===== src/rtl/dds_multi.sv =====
// Multi-channel quarter-wave DDS: CH phase accumulators share one external quarter-sine SRAM.
// Optional macro DDS_TWOS_NEG_EN selects two's-complement negation (default: one's complement).
module dds_multi #(
    parameter int CH      = 2,
    parameter int PHASE_W = 18,
    parameter int DATA_W  = 16,
    parameter int RD_LAT  = 1
) (
    input  logic                   clk,
    input  logic                   rst_n,
    input  logic                   go,
    input  logic [CH*PHASE_W-1:0]  ftw,
    input  logic [CH*PHASE_W-1:0]  poff,
    output logic                   busy,
    output logic                   valid,
    output logic [CH*DATA_W-1:0]   sin,
    output logic [CH*DATA_W-1:0]   cos,
    output logic [PHASE_W-3:0]     addr,
    input  logic [DATA_W-1:0]      data
);

    localparam int LAST_ISSUE = 2*CH - 1;
    localparam int DRAIN_END  = 2*CH + RD_LAT - 1;

    typedef enum logic [1:0] {IDLE, ISSUE, DRAIN, COMMIT} state_t;

    state_t             state;
    logic               go_q;
    int                 cnt;
    logic [PHASE_W-1:0] acc    [CH];
    logic [PHASE_W-1:0] ph     [CH];
    logic [DATA_W-1:0]  sh_sin [CH];
    logic [DATA_W-1:0]  sh_cos [CH];
    logic [PHASE_W-1:0] ph0_now;

    // Slot 0 is addressed on the trigger edge itself, before ph[0] is registered.
    assign ph0_now = acc[0] + poff[PHASE_W-1:0];

    function automatic logic [PHASE_W-3:0] tbl_addr(input logic [PHASE_W-1:0] p, input logic is_cos);
        logic [PHASE_W-3:0] m;
        m = p[PHASE_W-3:0];
        return (p[PHASE_W-2] ^ is_cos) ? ~m : m;
    endfunction

    function automatic logic [DATA_W-1:0] fold(input logic [DATA_W-1:0] d, input logic neg);
`ifdef DDS_TWOS_NEG_EN
        return neg ? (~d + 1'b1) : d;
`else
        return neg ? ~d : d;
`endif
    endfunction

    always_ff @(posedge clk or negedge rst_n) begin
        if (!rst_n) begin
            state <= IDLE;
            go_q  <= 1'b0;
            cnt   <= 0;
            busy  <= 1'b0;
            valid <= 1'b0;
            addr  <= '0;
            sin   <= '0;
            cos   <= '0;
            for (int c = 0; c < CH; c++) begin
                acc[c]    <= '0;
                ph[c]     <= '0;
                sh_sin[c] <= '0;
                sh_cos[c] <= '0;
            end
        end else begin
            go_q  <= go;
            valid <= 1'b0;

            // cnt holds the number of the current edge counted from the trigger edge
            if (state != IDLE) begin
                cnt <= cnt + 1;
                for (int c = 0; c < CH; c++) begin
                    if (cnt == 2*c + RD_LAT)
                        sh_sin[c] <= fold(data, ph[c][PHASE_W-1]);
                    if (cnt == 2*c + 1 + RD_LAT)
                        sh_cos[c] <= fold(data, ph[c][PHASE_W-1] ^ ph[c][PHASE_W-2]);
                end
            end

            case (state)
                IDLE: begin
                    if (go && !go_q) begin
                        for (int c = 0; c < CH; c++)
                            ph[c] <= acc[c] + poff[c*PHASE_W +: PHASE_W];
                        addr  <= tbl_addr(ph0_now, 1'b0);
                        cnt   <= 1;
                        busy  <= 1'b1;
                        state <= ISSUE;
                    end
                end
                ISSUE: begin
                    for (int c = 0; c < CH; c++) begin
                        if (cnt == 2*c)
                            addr <= tbl_addr(ph[c], 1'b0);
                        if (cnt == 2*c + 1)
                            addr <= tbl_addr(ph[c], 1'b1);
                    end
                    if (cnt == LAST_ISSUE)
                        state <= DRAIN;
                end
                DRAIN: begin
                    if (cnt == DRAIN_END)
                        state <= COMMIT;
                end
                COMMIT: begin
                    for (int c = 0; c < CH; c++) begin
                        sin[c*DATA_W +: DATA_W] <= sh_sin[c];
                        cos[c*DATA_W +: DATA_W] <= sh_cos[c];
                        acc[c] <= acc[c] + ftw[c*PHASE_W +: PHASE_W];
                    end
                    addr  <= '0;
                    busy  <= 1'b0;
                    valid <= 1'b1;
                    state <= IDLE;
                end
                default: state <= IDLE;
            endcase
        end
    end

endmodule


===== config.mk =====
export PLATFORM = sky130hd
export DESIGN_NAME = dds_multi
export DESIGN_NICKNAME = d
export VERILOG_FILES = /design/src/rtl/dds_multi.sv
export SDC_FILE = /design/constraint.sdc
export NUM_CORES = 1
export LEC_CHECK = 0
export ABC_AREA = 1
export BUFFER_PORTS_ARGS = -buffer_cell sky130_fd_sc_hd__buf_2
export CORE_MARGIN = 4
export CORE_UTILIZATION = 60
export CTS_CLUSTER_SIZE = 20
export DETAILED_ROUTE_END_ITERATION = 8
export PLACE_DENSITY = 0.83
export SYNTH_ARGS = -nofsm -noshare
export SYNTH_HDL_FRONTEND = slang
export SYNTH_SLANG_ARGS = --single-unit
export TNS_END_PERCENT = 30

===== constraint.sdc =====
create_clock -name clk -period 2.4 [get_ports clk]
set_input_delay 0.12 -clock clk [delete_from_list [all_inputs] [get_ports clk]]
set_output_delay 0.12 -clock clk [all_outputs]
set_load 0.005 [all_outputs]

==> results of run 1 <==
## kinds of logic (layout without fill, tap and decap cells)
| group | Yosys count | count (layout) | share of synthesized area |
|---|---|---|---|
| mux | 17 | 17 | 0.0144 |
| xor+xnor | 134 | 134 | 0.0749 |
| simple gates | 1110 | 1110 | 0.290 |
| compound gates | 257 | 257 | 0.0878 |
| buf+inv | 253 | 457 | 0.0660 |
| flops | 253 | 253 | 0.401 |
| fa+ha+maj | 80 | 80 | 0.0654 |
## cell type report
| cell class | instances | area, sq um |
|---|---|---|
| multi-input combinational | 1598 | 8480 |
| fill | 2116 | 7770 |
| sequential | 253 | 6330 |
| timing repair buffer | 220 | 1350 |
| clock buffer | 37 | 793 |
| inverter | 188 | 714 |
| tap | 335 | 419 |
| clock inverter | 12 | 133 |
## final timing paths
path / start / to / slack [ns] / depth (start not counted)
min in group asynchronous: rst_n / ph[16] / 0.09 / 2
setup reg to reg: acc[12] / ph[17] / 0.08 / 9
hold reg to reg: sin[15] / sin[15] / 0.47 / 2
max in group asynchronous: rst_n / sin[8] / 1.53 / 3
hold / removal: poff[19] / ph[1] / 0.01 / 4
setup / recovery: acc[12] / ph[17] / 0.08 / 9
## placed cells by master (no fill, tap or decap), types with 5 or more instances in the layout
| master | Yosys | routed |
|---|---|---|
| sky130_fd_sc_hd__nand3_1 | 108 | 107 |
| sky130_fd_sc_hd__o21ai_0 | 118 | 114 |
| sky130_fd_sc_hd__xor2_1 | 67 | 67 |
| sky130_fd_sc_hd__nor2_2 | 12 | 13 |
| sky130_fd_sc_hd__mux2_4 | 10 | 10 |
| sky130_fd_sc_hd__a21o_1 | 8 | 8 |
| sky130_fd_sc_hd__clkinv_2 | 1 | 7 |
| sky130_fd_sc_hd__xnor2_1 | 66 | 65 |
| sky130_fd_sc_hd__nand4_1 | 15 | 15 |
| sky130_fd_sc_hd__buf_12 | 0 | 5 |
| sky130_fd_sc_hd__buf_4 | 6 | 21 |
| sky130_fd_sc_hd__dlygate4sd3_1 | 0 | 22 |
| sky130_fd_sc_hd__o21ai_1 | 11 | 15 |
| sky130_fd_sc_hd__nor2_1 | 137 | 136 |
| sky130_fd_sc_hd__ha_1 | 76 | 73 |
| sky130_fd_sc_hd__inv_1 | 182 | 181 |
| sky130_fd_sc_hd__nor3_1 | 25 | 23 |
| sky130_fd_sc_hd__clkbuf_8 | 0 | 8 |
| sky130_fd_sc_hd__nand2_4 | 4 | 6 |
| sky130_fd_sc_hd__dfrtp_1 | 253 | 253 |
| sky130_fd_sc_hd__o22ai_1 | 6 | 6 |
| sky130_fd_sc_hd__a31oi_1 | 5 | 5 |
| sky130_fd_sc_hd__clkbuf_16 | 0 | 27 |
| sky130_fd_sc_hd__a21oi_1 | 86 | 84 |
| sky130_fd_sc_hd__nand3b_1 | 8 | 8 |
| sky130_fd_sc_hd__nand2_1 | 774 | 770 |
| sky130_fd_sc_hd__mux2_2 | 6 | 6 |
| sky130_fd_sc_hd__buf_2 | 9 | 171 |
| sky130_fd_sc_hd__nand2_2 | 5 | 7 |
| sky130_fd_sc_hd__or2_2 | 6 | 6 |
| sky130_fd_sc_hd__o31ai_1 | 5 | 5 |
## per-layer routing
| layer | GRT usage | vias to the layer above | wire length, um |
|---|---|---|---|
| met5 | 0 | - | 0 |
| met4 | 0.0910 | 0 | 1430 |
| met3 | 0.0360 | 94 | 2560 |
| met2 | 0.487 | 533 | 20800 |
| met1 | 0.408 | 6861 | 18700 |
| li1 | - | 7059 | - |
## through the flow
stage | instances | setup WS [ns]
6_report | 2643 | 0.0809
3_5_place_dp | 2572 | 0.0254
5_1_grt | 2643 | -0.000249
3_3_place_gp | 2572 | 0.0918
2_1_floorplan | 2104 | 0.231
4_1_cts | 2643 | 0.00444
## state kept, by name (all words and copies together) (netlist names)
| name | count |
|---|---|
| go_q | 1 |
| addr | 16 |
| state | 2 |
| sh_sin | 32 |
| busy | 1 |
| sh_cos | 32 |
| cos | 32 |
| valid | 1 |
| acc | 36 |
| ph | 36 |
| cnt | 32 |
| sin | 32 |
## power by group
part / internal, W / leakage, nW / total [W] / switching [W]
combinational: 0.00547 / 6.33 / 0.0144 / 0.00891
sequential: 0.00615 / 2.96 / 0.00769 / 0.00154
clock: 0.00253 / 0.455 / 0.00434 / 0.00181
## worst min-delay path, cell delays in order
cell and delay [ns]:
sky130_fd_sc_hd__buf_2 0.13, sky130_fd_sc_hd__fa_1 0.17, sky130_fd_sc_hd__nand2_1 0.05, sky130_fd_sc_hd__nand2_1 0.05
## what timing repair did
action / in CTS / in global routing
gates resized for setup: 0 / 19
setup buffers: 0 / 0
setup endpoints to repair: 0 / 30
endpoints found under the hold margin: 248 / 0
hold buffers: 22 / 0
==> flow_summary_export.csv, run 1 <==
group,metric,value,unit
worst_setup_path,critical_path.slowest_cell,"sky130_fd_sc_hd__dfrtp_1",
synthesis,ys_ff_latch,253,
sta,timing.final.setup_violations,0,
power,power_density,1450,mW/mm^2
worst_setup_path,timing.critical_path.required,2.89,ns
synthesis,synth-main-ff-cell,"sky130_fd_sc_hd__dfrtp_1",
clock_tree,cts_num_sinks,253,
route,drt-vias-per-instance,5.50,
synthesis,ys_seq_area_frac,0.401,
global_route,global_route.usage.total,0.294,
finish,fin_nets,2459,
synthesis,synthDominantCellAreaShare,0.401,
status,run_status,"finished, final reports clean",
floorplanning,ioPinCount,173,
floorplanning,die_area,0.0290,sq mm
sta,setup_tns,0,ns
sta,finClkSkew,0.0170,ns
sta,tightestPinTransition,1.07,ns
sta,report.final.hold_viol_count,0,
floorplanning,floorplan.initialDensity,0.607,
finish,final_layout_size_suffix_gt1_frac,0.139,
synthesis,synth_area_leader_cell,"sky130_fd_sc_hd__dfrtp_1",
worst_setup_path,criticalPathCategory,"reg2reg",
route,drc,0,
floorplanning,die_width,170,um
min_path,hold_path_class,"in2reg",
placement,dpl_cell_area,0.0170,sq mm
global_route,grt_pass1_wl,69700,um
sta,finalCriticalPeriod,2.32,ns
floorplanning,placementRows,59,
worst_setup_path,crit_top_cell,"sky130_fd_sc_hd__nand2_1",
placement,dp.final_hpwl,31200,um
flow_run,max-cap-violations,0,
clock_tree,cts_tree,"built",
synthesis,synthTopCellsByArea,"sky130_fd_sc_hd__dfrtp_1 (40%), sky130_fd_sc_hd__nand2_1 (18%), sky130_fd_sc_hd__ha_1 (6.0%), sky130_fd_sc_hd__inv_1 (4.3%), sky130_fd_sc_hd__o21ai_0 (3.7%)",
synthesis,most_used_standard_cell_by_instance_count_after_synthesis,"sky130_fd_sc_hd__nand2_1",
route,via_count,14500,
worst_setup_path,worst-endpoint-arrival,2.81,ns
worst_setup_path,cell_chain_of_the_critical_path,"ha_1 > a21oi_1 > a21boi_0 > nor2_1 > nor3_1 > nand2_1 > nand2_1 > nand3_1 > nand2_1",
clock_tree,clockRootBuffer,"sky130_fd_sc_hd__clkbuf_16",
placement,gp_congestion,0.968,
finish,antenna-diode-count,0,
finish,synthesis_to_layout_area_growth,15.5,%
synthesis,synthDistinctLibCells,56,
power,fin_total_pwr,0.0264,W
worst_setup_path,startpoint_class_of_the_critical_path,"flop",
synthesis,synthesis.nets,2275,
finish,finish.utilization,0.701,
synthesis,synth-warning-count,0,
worst_setup_path,critical-path-top-delay-family,"simple AND/OR/NAND/NOR gates",
worst_setup_path,cp_max_fo,5,
clock_tree,insertion_delay,0.56,ns
synthesis,syn_inst,2104,
route,postRouteAntennaNets,0,
power,peakVddDrop,1.11,mV
sta,relSlewSlack,0.287,
global_route,largest_net_degree_at_the_start_of_global_routing,115,
route,drt_first_pass_iters,5,
synthesis,ys_async_sr_fraction,1.00,
sta,finalMaxSlewViolations,0,
clock_tree,clkTransAtPathRegs,0.07,ns
sta,final.period_utilization,0.966,
synthesis,synth-edff-count,0,
global_route,grt_antenna_before_repair,0,
synthesis,synth_commonest_cells,"sky130_fd_sc_hd__nand2_1 (774), sky130_fd_sc_hd__dfrtp_1 (253), sky130_fd_sc_hd__inv_1 (182)",
worst_setup_path,cp_num_buf_inv,0,
worst_setup_path,timing.critical_path.slowest_cell_delay,0.44,ns
clock_tree,htree_levels,1,
clock_tree,cts-buffers-inserted,27,
finish,final_design_area_no_fill,0.0182,sq mm
floorplanning,die_height,170,um
global_route,overflow,0,
route,route.detailed.wl_per_inst,16.5,um
clock_tree,cts-root-to-sink-buffers,3,
route,drt_iter0_markers,1164,
sta,fmax,431,MHz
floorplanning,core_footprint,0.0260,sq mm
placement,portBuffers,172,
synthesis,avg_cell_area_syn,7.50,sq um
sta,whs,0.0135,ns
route,drt-total-wl,43500,um
global_route,grt_pass1_vias,13900,
power,p_leak,9.74,nW
worst_setup_path,worstSetupEndpointType,"flop",
synthesis,cell_area_after_synthesis,0.0158,sq mm
Note: power is estimated with default switching activity, not from simulation.
==> inputs of run 2 (changes only) <==
Settings changed: REMOVE_ABC_BUFFERS set to 1.
==> flow_summary_export.csv, run 2 (synthesis results as in run 1) <==
group,metric,value,unit
status,run_status,"finished, final reports clean",
global_route,grt_antenna_before_repair,0,
finish,layout.cells.non_filler,2650,
sta,setup_tns,0,ns
finish,most-common-layout-cells,"sky130_fd_sc_hd__nand2_1 (770), sky130_fd_sc_hd__dfrtp_1 (253), sky130_fd_sc_hd__inv_1 (181)",
power,power_density,1450,mW/mm^2
route,drt_first_pass_iters,8,
sta,report.final.hold_viol_count,0,
global_route,global_routing_met3_resource_utilization,0.0400,
clock_tree,cts_num_sinks,253,
sta,tightestPinTransition,1.06,ns
sta,relSlewSlack,0.288,
worst_setup_path,criticalPathCategory,"reg2reg",
clock_tree,htree_levels,1,
worst_setup_path,timing.critical_path.required,2.84,ns
min_path,hold_path_class,"in2reg",
sta,timing.final.setup_violations,0,
power,peakVddDrop,1.02,mV
floorplanning,floorplan.initialDensity,0.607,
route,drc,0,
finish,largest_registers,"acc x36, ph x36",
global_route,overflow,0,
route,postRouteAntennaNets,0,
finish,fin_nets,2466,
worst_setup_path,worstSetupEndpointType,"flop",
route,drt-total-wl,42300,um
route,drt_iter0_markers,1159,
clock_tree,clkTransAtPathRegs,0.07,ns
clock_tree,post-cts-setup-buffer-count,0,
finish,antenna-diode-count,0,
global_route,met1_usage,0.385,
floorplanning,die_width,170,um
global_route,largest_net_degree_at_the_start_of_global_routing,115,
sta,final.period_utilization,0.956,
floorplanning,ioPinCount,173,
clock_tree,cts-buffers-inserted,27,
floorplanning,placementRows,59,
route,via_count,14500,
finish,mostFrequentLayoutCell,"sky130_fd_sc_hd__nand2_1",
global_route,grt_util_met2,0.488,
sta,finalCriticalPeriod,2.29,ns
sta,grt_setup_unrepaired,"true",
route,route.detailed.wl_per_inst,16.0,um
clock_tree,clockRootBuffer,"sky130_fd_sc_hd__clkbuf_16",
floorplanning,die_area,0.0290,sq mm
flow_run,max-cap-violations,0,
global_route,grt-busiest-layer,"met2",
sta,finClkSkew,0.00972,ns
worst_setup_path,startpoint_class_of_the_critical_path,"flop",
floorplanning,die_height,170,um
placement,numPlacedInstances,2575,
finish,final_layout_size_suffix_gt1_frac,0.140,
global_route,grt_pass1_vias,14300,
global_route,grt_pass1_wl,68900,um
clock_tree,cts_tree,"built",
worst_setup_path,worst-endpoint-arrival,2.74,ns
route,drt-vias-per-instance,5.48,
finish,n_fill_cell,2083,
floorplanning,core_footprint,0.0260,sq mm
clock_tree,insertion_delay,0.55,ns
worst_setup_path,cp_max_fo,4,
sta,fmax,436,MHz
sta,finalMaxSlewViolations,0,
power,p_leak,9.77,nW
global_route,global_route.usage.total,0.287,
placement,gp_congestion,0.892,
clock_tree,cts-root-to-sink-buffers,3,
placement,portBuffers,172,
placement,dp.final_hpwl,30000,um
finish,synthesis_to_layout_area_growth,15.8,%
==> run 2: power breakdown <==
part           internal [W]  total, W  switching, W
Combinational       0.00549    0.0145       0.00900
Sequential          0.00615   0.00760       0.00144
Clock               0.00255   0.00435       0.00180
Total                0.0142    0.0264        0.0122
==> run 2: area by class of cell <==
type | instances | area [sq um] | area share
clock buffer | 35 | 756 | 0.0414
clock inverter | 14 | 165 | 0.00904
inverter | 188 | 716 | 0.0392
multi-input combinational | 1598 | 8460 | 0.463
sequential | 253 | 6330 | 0.347
tap | 335 | 419 | 0.0230
timing repair buffer | 227 | 1410 | 0.0773
==> run 2: timing repair <==
item                                    CTS  global route
pin swaps                                 0             2
endpoints found under the setup margin   12            29
hold endpoints to repair                136             0
resized for setup                         4            14
hold buffers                             26             0
==> run 2: path summary, 6_finish.rpt <==
kind                            depth (start not counted)  slack, ns   endpoint    start
worst max-delay path                                   10       0.11    acc[12]   acc[0]
worst min-delay path                                    5       0.04    acc[15]  ftw[33]
worst max register to register                         10       0.11    acc[12]   acc[0]
worst min register to register                          2       0.47    cos[31]  cos[31]
max in group asynchronous                               3       1.45  sh_cos[9]    rst_n
min in group asynchronous                               2       0.15     acc[6]    rst_n
==> run 2: routing by layer <==
metal  up-vias  wire length (um)  share of wire
li1       7060                 -              -
met1      6877             17800           0.42
met2       487             20600           0.49
met3        98              2740          0.065
met4         0              1170          0.028
met5         -                 0              0
==> run 2: metrics by stage <==
stage | worst slack [ns] | utilization | cell area, sq um | hold slack, ns | power [W]
after floorplan | -2.50 | - | 15400 | -0.176 | 0.0174
after global placement | 0.0817 | 0.655 | 17000 | 0.171 | 0.0211
after global routing | -0.0555 | 0.703 | 18300 | 0.0378 | 0.0287
final | 0.105 | 0.703 | 18300 | 0.0405 | 0.0264
after CTS | 0.0370 | 0.701 | 18200 | 0.0132 | 0.0264
after detailed placement | -0.0313 | 0.655 | 17000 | 0.178 | 0.0218
==> run 2: critical path, stage by stage (launching register included) <==
cell	delay, ns
sky130_fd_sc_hd__dfrtp_1	0.40
sky130_fd_sc_hd__ha_1	0.22
sky130_fd_sc_hd__fa_1	0.40
sky130_fd_sc_hd__nand2_1	0.10
sky130_fd_sc_hd__nand2_1	0.07
sky130_fd_sc_hd__o21ai_0	0.14
sky130_fd_sc_hd__o21ai_0	0.25
sky130_fd_sc_hd__a21o_1	0.22
sky130_fd_sc_hd__or2_2	0.27
sky130_fd_sc_hd__nand3_1	0.07
sky130_fd_sc_hd__nand2_1	0.06
==> inputs of run 3 (changes only) <==
Settings changed: CORE_UTILIZATION 60 to 62, CTS_BUF_LIST set to sky130_fd_sc_hd__clkbuf_8, GPL_TIMING_DRIVEN set to 0, PLACE_DENSITY 0.83 to 0.86.
==> flow_summary_export.csv, run 3 (synthesis results as in run 1) <==
group,metric,value,unit
placement,gp_congestion,0.938,
power,pwr-share-comb,0.556,
sta,finalMaxSlewViolations,0,
power,int_pwr,0.0136,W
route,via_count,14500,
placement,portBuffers,172,
worst_setup_path,cp_max_fo,11,
clock_tree,cts-root-to-sink-buffers,3,
floorplanning,die_width,168,um
floorplanning,ioPinCount,173,
global_route,overflow,0,
power,p_sw_frac,0.475,
worst_setup_path,critical_path.startpoint,"acc[18]",
status,run_status,"finished, final reports clean",
clock_tree,clockRootBuffer,"sky130_fd_sc_hd__clkbuf_8",
finish,final_layout_size_suffix_gt1_frac,0.146,
route,drt-vias-per-instance,5.46,
floorplanning,floorplan.initialDensity,0.628,
clock_tree,insertion_delay,0.57,ns
sta,final.period_utilization,0.976,
worst_setup_path,worst_r2r_path_depth,14,
sta,grt_setup_unrepaired,"true",
global_route,global_route.usage.total,0.284,
worst_setup_path,worstSetupEndpointType,"flop",
worst_setup_path,timing.critical_path.required,2.83,ns
finish,synthesis_to_layout_area_growth,15.6,%
min_path,timing.hold.worst_path_depth,6,
global_route,grt_antenna_before_repair,2,
power,p_leak,9.79,nW
floorplanning,die_height,168,um
clock_tree,cts_tree,"built",
finish,ff_latch_area,0.00633,sq mm
worst_setup_path,r2r_start,"acc[18]",
floorplanning,die_area,0.0281,sq mm
route,drt_iter0_markers,1037,
power,power_density,1420,mW/mm^2
route,postRouteAntennaNets,0,
floorplanning,placementRows,58,
placement,setup_slack_at_placement,-0.979,ns
worst_setup_path,worst-endpoint-arrival,2.77,ns
finish,area_of_combinational_cells_with_multiple_inputs,0.00859,sq mm
power,seqPwrFrac,0.302,
finish,largest_registers,"acc x36, ph x36",
sta,relSlewSlack,0.189,
placement,dp.final_hpwl,28000,um
power,fin_total_pwr,0.0259,W
route,drt-total-wl,41000,um
finish,most-common-layout-cells,"sky130_fd_sc_hd__nand2_1 (766), sky130_fd_sc_hd__dfrtp_1 (250), sky130_fd_sc_hd__inv_1 (197)",
sta,tightestPinTransition,1.22,ns
worst_setup_path,startpoint_class_of_the_critical_path,"flop",
sta,finalCriticalPeriod,2.34,ns
flow_run,max-cap-violations,0,
sta,report.final.hold_viol_count,0,
sta,setup_ws,0.0564,ns
route,route.detailed.wl_per_inst,15.4,um
floorplanning,core_footprint,0.0251,sq mm
global_route,grt_pass1_wl,66700,um
route,drt_first_pass_iters,5,
power,peakVddDrop,1.05,mV
clock_tree,htree_levels,2,
min_path,timing.hold.worst.start,"poff[35]",
sta,timing.final.setup_violations,0,
sta,finClkSkew,0.0360,ns
clock_tree,cts-buffers-inserted,42,
global_route,largest_net_degree_at_the_start_of_global_routing,115,
min_path,hold_path_class,"in2reg",
finish,mostFrequentLayoutCell,"sky130_fd_sc_hd__nand2_1",
sta,fmax,427,MHz
finish,n_fill_cell,1939,
sta,whs,0.0147,ns
clock_tree,clkTransAtPathRegs,0.06,ns
route,drc,0,
clock_tree,cts_num_sinks,253,
worst_setup_path,criticalPathCategory,"reg2reg",
power,share_clk_of_total_power,0.142,
power,net-switching-power,0.0123,W
global_route,grt_pass1_vias,14100,
finish,fin_nets,2471,
finish,finish.utilization,0.727,
run 3: cell types whose count changed in the layout (fill, tap and decap cells not counted), moves of 4 or more:
cell                        before  now
sky130_fd_sc_hd__inv_1         181  197
sky130_fd_sc_hd__clkbuf_8        5   50
sky130_fd_sc_hd__clkinv_2       10    4
sky130_fd_sc_hd__nand2_1       770  766
sky130_fd_sc_hd__buf_4          24    9
sky130_fd_sc_hd__clkbuf_16      27    0
sky130_fd_sc_hd__nand2_4         6   10
run 3: layout make-up:
type                            instances  area share
Antenna cell                            1    0.000137
Clock buffer                           50      0.0377
Clock inverter                         23     0.00658
Inverter                              188      0.0401
Multi-Input combinational cell       1600       0.471
Sequential cell                       253       0.347
Tap cell                              330      0.0226
Timing Repair Buffer                  214      0.0741
Timing Repair inverter                  1    0.000411
run 3: metal layers:
layer | share of wire | wire (um) | vias to the layer above | global-route usage
li1 | - | - | 7098 | -
met1 | 0.43 | 17500 | 6903 | 0.376
met2 | 0.47 | 19400 | 435 | 0.467
met3 | 0.069 | 2830 | 98 | 0.0647
met4 | 0.030 | 1240 | 2 | 0.0924
met5 | 0.00027 | 11 | - | 0
run 3: final timing paths:
check,slack [ns],endpoint
worst max-delay path,0.06,addr[7]
worst min-delay path,0.01,ph[17]
worst max register to register,0.06,addr[7]
worst min register to register,0.47,cos[29]
max in group asynchronous,1.04,ph[17]
min in group asynchronous,0.13,acc[33]
run 3: critical path: stages, from the launching register on:
cell,delay (ns)
sky130_fd_sc_hd__dfrtp_2,0.44
sky130_fd_sc_hd__ha_4,0.19
sky130_fd_sc_hd__fa_2,0.35
sky130_fd_sc_hd__nand2_1,0.08
sky130_fd_sc_hd__nand2_1,0.09
sky130_fd_sc_hd__nand3_1,0.11
sky130_fd_sc_hd__nand2_2,0.10
sky130_fd_sc_hd__nand2_4,0.11
sky130_fd_sc_hd__nand2_2,0.10
sky130_fd_sc_hd__nand2_4,0.11
sky130_fd_sc_hd__nand2_4,0.10
sky130_fd_sc_hd__nor2_1,0.10
sky130_fd_sc_hd__nor2_1,0.05
sky130_fd_sc_hd__nor2_1,0.21
sky130_fd_sc_hd__nor2_1,0.07
run 3: stage by stage:
stage / TNS [ns] / instances / instance area, sq um
floorplan: -251.33 / 2039 / 15400
global placement: -1524.59 / 2541 / 16700
detailed placement: -48.61 / 2547 / 16900
CTS: -0.484 / 2647 / 18000
global route: -0.279 / 2660 / 18200
finish: 0 / 2660 / 18200
run 3: what timing repair did:
item / CTS / global route
setup endpoints to repair: 106 / 99
buffers inserted: 0 / 10
pin swaps: 1 / 10
hold buffers: 26 / 0
hold endpoints to repair: 155 / 0
gates resized for setup: 11 / 40
cloned: 1 / 2
run 3: power groups by stage:
| stage | Combinational, W | Sequential (W) | Clock (W) |
|---|---|---|---|
| floorplan | 0.0100 | 0.00744 | 0 |
| global placement | 0.0131 | 0.00768 | 0 |
| detailed placement | 0.0137 | 0.00777 | 0 |
| CTS | 0.0139 | 0.00775 | 0.00375 |
| global route | 0.0163 | 0.00804 | 0.00395 |
| finish | 0.0144 | 0.00782 | 0.00369 |
